==> src/rtl/fib_pkg.sv <==
// Shared types and constants for the Fibonacci index search.
package fib_pkg;

    typedef enum logic {
        IDLE,
        SEARCH
    } state_t;

    // Largest Fibonacci index whose term still fits in 128 bits.
    localparam int FIB_MAX_IDX_W128 = 186;

endpackage

==> src/rtl/fib_seq_core.sv <==
// Fibonacci term generator: holds the a/b pair and the index of b.
module fib_seq_core
    import fib_pkg::*;
#(
    parameter int WIDTH = 128,
    parameter int IDX_W = 8
) (
    input  logic             clk,
    input  logic             rst,
    input  logic             load,
    input  logic             advance,
    output logic [WIDTH:0]   b,
    output logic [IDX_W-1:0] idx
);

    logic [WIDTH-1:0] a;

    // NOTE: every register here, datapath included, is cleared by reset so a
    // search aborted by reset leaves no stale term behind.
    always_ff @(posedge clk or negedge rst) begin
        if (!rst) begin
            a   <= '0;
            b   <= '0;
            idx <= '0;
        end else if (load) begin
            a   <= '0;
            b   <= (WIDTH+1)'(1);
            idx <= IDX_W'(1);
        end else if (advance) begin
            // advance only happens while b < tgt, so b fits in WIDTH bits here
            a   <= b[WIDTH-1:0];
            b   <= {1'b0, a} + b;
            idx <= idx + IDX_W'(1);
        end
    end

endmodule

==> src/rtl/fib_index.sv <==
// Fibonacci index search: reports whether value is F(k) and its index k.
// Optional FIB_INDEX_START_ERR_EN adds a start_err pulse for starts seen while busy.
module fib_index
    import fib_pkg::*;
#(
    parameter int WIDTH = 128,
    parameter int IDX_W = 8
) (
    input  logic             clk,
    input  logic             rst,
    input  logic             start,
    input  logic [WIDTH-1:0] value,
`ifdef FIB_INDEX_START_ERR_EN
    output logic             start_err,
`endif
    output logic             busy,
    output logic             done,
    output logic             is_fib,
    output logic [IDX_W-1:0] index
);

    state_t           state;
    logic [WIDTH-1:0] tgt;
    logic [WIDTH:0]   b;
    logic [IDX_W-1:0] idx;
    logic             load;
    logic             advance;
    logic             tgt_zero;
    logic             hit;
    logic             over;

    assign tgt_zero = (tgt == '0);
    assign hit      = (b == {1'b0, tgt});
    assign over     = (b > {1'b0, tgt});
    assign load     = (state == IDLE) && start;
    assign advance  = (state == SEARCH) && !tgt_zero && !hit && !over;

    fib_seq_core #(
        .WIDTH (WIDTH),
        .IDX_W (IDX_W)
    ) u_core (
        .clk     (clk),
        .rst     (rst),
        .load    (load),
        .advance (advance),
        .b       (b),
        .idx     (idx)
    );

    // NOTE: non-blocking assignments throughout so every register samples
    // pre-edge values, independent of statement order.
    always_ff @(posedge clk or negedge rst) begin
        if (!rst) begin
            state  <= IDLE;
            tgt    <= '0;
            busy   <= 1'b0;
            done   <= 1'b0;
            is_fib <= 1'b0;
            index  <= '0;
        end else begin
            done <= 1'b0;
            case (state)
                IDLE: begin
                    if (start) begin
                        tgt   <= value;
                        busy  <= 1'b1;
                        state <= SEARCH;
                    end
                end
                SEARCH: begin
                    if (tgt_zero || hit || over) begin
                        state <= IDLE;
                        busy  <= 1'b0;
                        done  <= 1'b1;
                        if (tgt_zero) begin
                            is_fib <= 1'b1;
                            index  <= '0;
                        end else if (hit) begin
                            is_fib <= 1'b1;
                            index  <= idx;
                        end else begin
                            is_fib <= 1'b0;
                            index  <= idx - IDX_W'(1);
                        end
                    end
                end
                default: state <= IDLE;
            endcase
        end
    end

`ifdef FIB_INDEX_START_ERR_EN
    always_ff @(posedge clk or negedge rst) begin
        if (!rst) start_err <= 1'b0;
        else      start_err <= start && busy;
    end
`endif

endmodule
==> config.mk <==
export PLATFORM = sky130hd
export DESIGN_NAME = fib_index
export DESIGN_NICKNAME = d
export VERILOG_FILES = /design/src/rtl/fib_pkg.sv /design/src/rtl/fib_seq_core.sv /design/src/rtl/fib_index.sv
export SDC_FILE = /design/constraint.sdc
export NUM_CORES = 1
export LEC_CHECK = 0
export ABC_AREA = 1
export BUFFER_PORTS_ARGS = -buffer_cell sky130_fd_sc_hd__buf_2
export CORE_ASPECT_RATIO = 1.75
export CORE_MARGIN = 2
export CORE_UTILIZATION = 34
export CTS_BUF_LIST = sky130_fd_sc_hd__clkbuf_8
export DETAILED_ROUTE_END_ITERATION = 10
export PLACE_DENSITY = 0.47
export REMOVE_ABC_BUFFERS = 1
export SLEW_MARGIN = 10
export SYNTH_ARGS = -nofsm -noshare
export SYNTH_HDL_FRONTEND = slang
export SYNTH_HIERARCHICAL = 1
export SYNTH_SLANG_ARGS = --single-unit
==> constraint.sdc <==
create_clock -name clk -period 4.7 [get_ports clk]
set_input_delay 0.235 -clock clk [delete_from_list [all_inputs] [get_ports clk]]
set_output_delay 0.235 -clock clk [all_outputs]
set_load 0.02 [all_outputs]
==> results list <==
- At the end of routability-driven placement, the weighted congestion stood at 1.05.
- Flip-flop and latch count after synthesis: 405
- In this run the clock root is driven by a sky130_fd_sc_hd__clkbuf_8.
- The floorplan step set the die height to ~420 um.
- Yosys printed 6 warnings.
* Max capacitance violation total: 0
- For this run, the leading register cell type out of synthesis is sky130_fd_sc_hd__dfrtp_1.
- Total clock buffers created by CTS: 73
* Maximum number of pins on one net before global-route repair: roughly 160
- Worst hold margin: slightly below 0.05 ns
* Maximum fanout count along the critical path: 70
- WL per Instance: just over 20 um
* Post-synthesis cell type count: 45
- In the routed design, unresolved DRC markers number 0.
- Global Route Usage Sum: 0.287
* Total number of vias: 32.9k
* Design Power: ~7.3 mW
- Total setup violations reported at the end of the flow: 0
- Crit path kind: reg -> reg
- # port buffers: 141
- Leakage power of the design: 21.8 nW
- The worst pin sits at a relative slew slack of 0.0715.
- Data on the critical path arrives at its endpoint at 4.81 ns.
* Top cell type by total area after synthesis: sky130_fd_sc_hd__dfrtp_1
- Based on the critical path, the design can be clocked at up to ~240 MHz.
- After detailed routing, the total wire length is around 140000 um.
- Of the total power, registers draw 0.476.
* Net switching component of the power: roughly 1.9 mW
* Area share of the largest cell type after synthesis: 0.307
* Most repeated cell in the gate-level netlist after synthesis: sky130_fd_sc_hd__nand2_1
* Number of core rows: 151
- Counting flops with a built-in enable in the synthesized netlist gives 0.
- Cell internal pwr: roughly 5.5 mW
- The via count of the first global-routing pass was 33.2k.
* Number of nets with antenna violations after routing: 0
- STA puts the critical path data required time at 5.37 ns.
- From left edge to right edge, the die measures 240 um.
- Fraction of power consumed by combinational cells: 0.029
* Clock network fraction of design power: 0.495
- Final Max Tran Viols: 0
- Synthesized cell area: around 0.033 sq mm
- After filler insertion, the fill cell instance count of the layout stands at ~11k.
- Startpoint Class: flip-flop
* HPWL after detailed placement: 119000 um
* Largest cells by area after synthesis: sky130_fd_sc_hd__dfrtp_1 31%, sky130_fd_sc_hd__nand2_1 23%, sky130_fd_sc_hd__inv_1 12%
- First-pass DRT Iterations: 5
- Cell with the largest stage delay on the worst path: sky130_fd_sc_hd__ha_1
- TritonCTS built the clock tree.
* Number of vias per cell after detailed routing: 4.74
- The first global-routing pass estimated 206000 um of wire.
* Worst-Skew Late Latency: 0.80 ns
* Clock-pin transition on the worst setup and hold timing paths: about 0.06 ns
- Sorting the synthesized cells by how often they occur yields 2031 x sky130_fd_sc_hd__nand2_1, 1079 x sky130_fd_sc_hd__inv_1, 405 x sky130_fd_sc_hd__dfrtp_1.
- Switching share of total power: 0.255
- Crit. End Element: flip-flop
* Initial antenna violation count: 3
- Fraction of final layout cells sized beyond drive strength 1: 0.0780
- Portion of the post-synthesis area used by sequential elements: 0.307
- Power spread over the standard cell area amounts to 191 mW/mm^2.
* Synth-to-Final Area Change: 16.2%
* Maximum vdd drop: 0.000181 V
- Of the available clock period, the critical path in the final layout requires 0.880.
* Starting density of the core: 0.342
* Clock skew: 0.0445 ns
- The floorplan step defined a die boundary enclosing 0.0998 sq mm.
- Post-CTS setup buffer count: 0
- Time the worst path needs with I/O delays and setup: 4.14 ns
- In this run, the number of DRC markers left after iteration 0 of detailed routing was 1653.
* Async set-reset flop share out of synthesis: 1.00
* Synth Area per Inst: 6.26 sq um
- Count of cells resized by post-cts repair: 0
- Worst min path class: in -> async
- The hold violation total from the final report was 0.
* Depth of the CTS H-tree: 3
- The largest single stage delay on the critical path is 0.76 ns.
* Total gr overflow: 0
- Maximum number of buffers from clock root to sink: 3
- Synthesis handed over a netlist of 5280 instances.
- The flow ran to the end, and the final reports show no timing, DRC or antenna violations.
- Pin slew with the least headroom to its limit: 1.38 ns
- The net count of the finished layout is 5978.
* Number of placed I/O pins: about 140
- Traced cell by cell, the critical path runs through ha_1, nand2_1, nor2_2, nand3_1, nor2_1, buf_4, nand2_1, nor2_1, nand2_1, nand3_2, nor2_2, nand3_2, nor2_1, nor2_4, buf_4, inv_2, buf_12, o22ai_1.
* Hold buffer count at cts: approximately 130
- Setup repair after global routing left no endpoint under its margin.
- Clock tree synthesis found a total of a little over 400 sinks.
- The core region is 0.0965 sq mm.
- Core utilization of the finished layout: 0.398
[through the flow]
stage                      TNS, ns  area, sq um  cells  setup slack, ns
after floorplan           -2783.37        32700   5194           -11.56
after global placement           0        35600   6681            0.318
after detailed placement         0        35600   6682            0.621
after CTS                        0        38400   6944            0.591
after global routing             0        38400   6945            0.390
final                            0        38400   6946            0.562
[worst max-delay path: cells and delay by family, from the launching register on]
family	cells	cell delay, ns
buffers and inverters	4	0.60
AO/OA/AOI/OAI	1	0.25
adder cells (fa/ha/maj)	1	0.76
AND/OR/NAND/NOR	12	1.89
flip-flops	1	0.43
[cell families (layout without fill, tap and decap cells)]
group,count (synthesis),after routing,synth area share
adders and majority gates,259,259,0.0983
and+or+nand+nor,2808,2808,0.347
other,0,2,0
AOI/OAI and AO/OA,566,566,0.0964
buffers and inverters,1184,1548,0.136
xor gates and xnor gates,58,58,0.0154
DFF,405,405,0.307
[power by group through the flow]
stage          combinational, mW  clock, mW  sequential, mW
2_1_floorplan          0.0000140          0            3.55
3_3_place_gp               0.137          0            3.55
3_5_place_dp               0.138          0            3.55
4_1_cts                    0.223       3.76            3.49
5_1_grt                    0.241       3.89            3.48
6_report                   0.214       3.63            3.49
[cell usage in the layout (no fill, tap or decap), types with 5 or more instances in the layout]
cell                            netlist  routed
sky130_fd_sc_hd__o21ai_1             10      10
sky130_fd_sc_hd__inv_2               19      18
sky130_fd_sc_hd__a22o_1              61      61
sky130_fd_sc_hd__nand3_1            149     149
sky130_fd_sc_hd__clkinv_2             0       7
sky130_fd_sc_hd__dfrtp_1            405     405
sky130_fd_sc_hd__o21ai_0            235     235
sky130_fd_sc_hd__nor3_2               9      10
sky130_fd_sc_hd__xnor2_1             55      55
sky130_fd_sc_hd__nand2_1           2031    2031
sky130_fd_sc_hd__nand3b_1            23      23
sky130_fd_sc_hd__buf_4                1      32
sky130_fd_sc_hd__o21bai_1             8       8
sky130_fd_sc_hd__o22ai_1             65      65
sky130_fd_sc_hd__nor2_1             377     376
sky130_fd_sc_hd__nand3_2              9       9
sky130_fd_sc_hd__ha_1               258     258
sky130_fd_sc_hd__nor3_1              48      47
sky130_fd_sc_hd__nor2_2              57      56
sky130_fd_sc_hd__nand3b_2             5       5
sky130_fd_sc_hd__buf_2               13     140
sky130_fd_sc_hd__inv_1             1079    1101
sky130_fd_sc_hd__buf_12               0      14
sky130_fd_sc_hd__nand2_2             33      33
sky130_fd_sc_hd__dlygate4sd3_1        0     131
sky130_fd_sc_hd__nor2_4               3       5
sky130_fd_sc_hd__a21o_1               5       5
sky130_fd_sc_hd__clkbuf_8             1      94
sky130_fd_sc_hd__nand4_1             51      51
sky130_fd_sc_hd__a21oi_1            178     178
[state kept, by name (all words and copies together) (netlist names)]
signal,count
busy,1
state,1
done,1
u_core/b,129
index,8
is_fib,1
tgt,128
u_core/idx,8
u_core/a,128
[worst paths after layout]
| check | from | end | slack [ns] | cells past startpoint |
|---|---|---|---|---|
| worst max-delay path | u_core/b[96]$_DFFE_PN0P_ | u_core/b[37]$_DFFE_PN0P_ | 0.56 | 18 |
| worst min-delay path | rst | tgt[11]$_DFFE_PN0P_ | 0.05 | 2 |
| worst max register to register | u_core/b[96]$_DFFE_PN0P_ | u_core/b[37]$_DFFE_PN0P_ | 0.56 | 18 |
| worst min register to register | index[7]$_DFFE_PN0P_ | index[7]$_DFFE_PN0P_ | 0.47 | 2 |
| max in group asynchronous | rst | u_core/a[64]$_DFFE_PN0P_ | 3.33 | 3 |
| min in group clk | value[53] | tgt[53]$_DFFE_PN0P_ | 0.18 | 4 |
[routing by layer]
metal	track usage	wire length, um	vias up	share of wire
met1	0.258	46600	15100	0.33
li1	-	-	16800	-
met2	0.538	74600	696	0.52
met5	0	13	-	0.000091
met3	0.0372	5040	345	0.035
met4	0.278	16300	2	0.11
[layout make-up]
type | instances | area, sq um | area share
Multi-Input combinational cell | 3691 | 18400 | 0.480
Sequential cell | 405 | 10100 | 0.264
Inverter | 1098 | 4130 | 0.108
Timing Repair Buffer | 319 | 2560 | 0.0666
Tap cell | 1300 | 1630 | 0.0424
Clock buffer | 94 | 1290 | 0.0337
Clock inverter | 37 | 219 | 0.00570
Antenna cell | 2 | 5.00 | 0.000130
No activity file was read; power rests on OpenSTA's default activity.
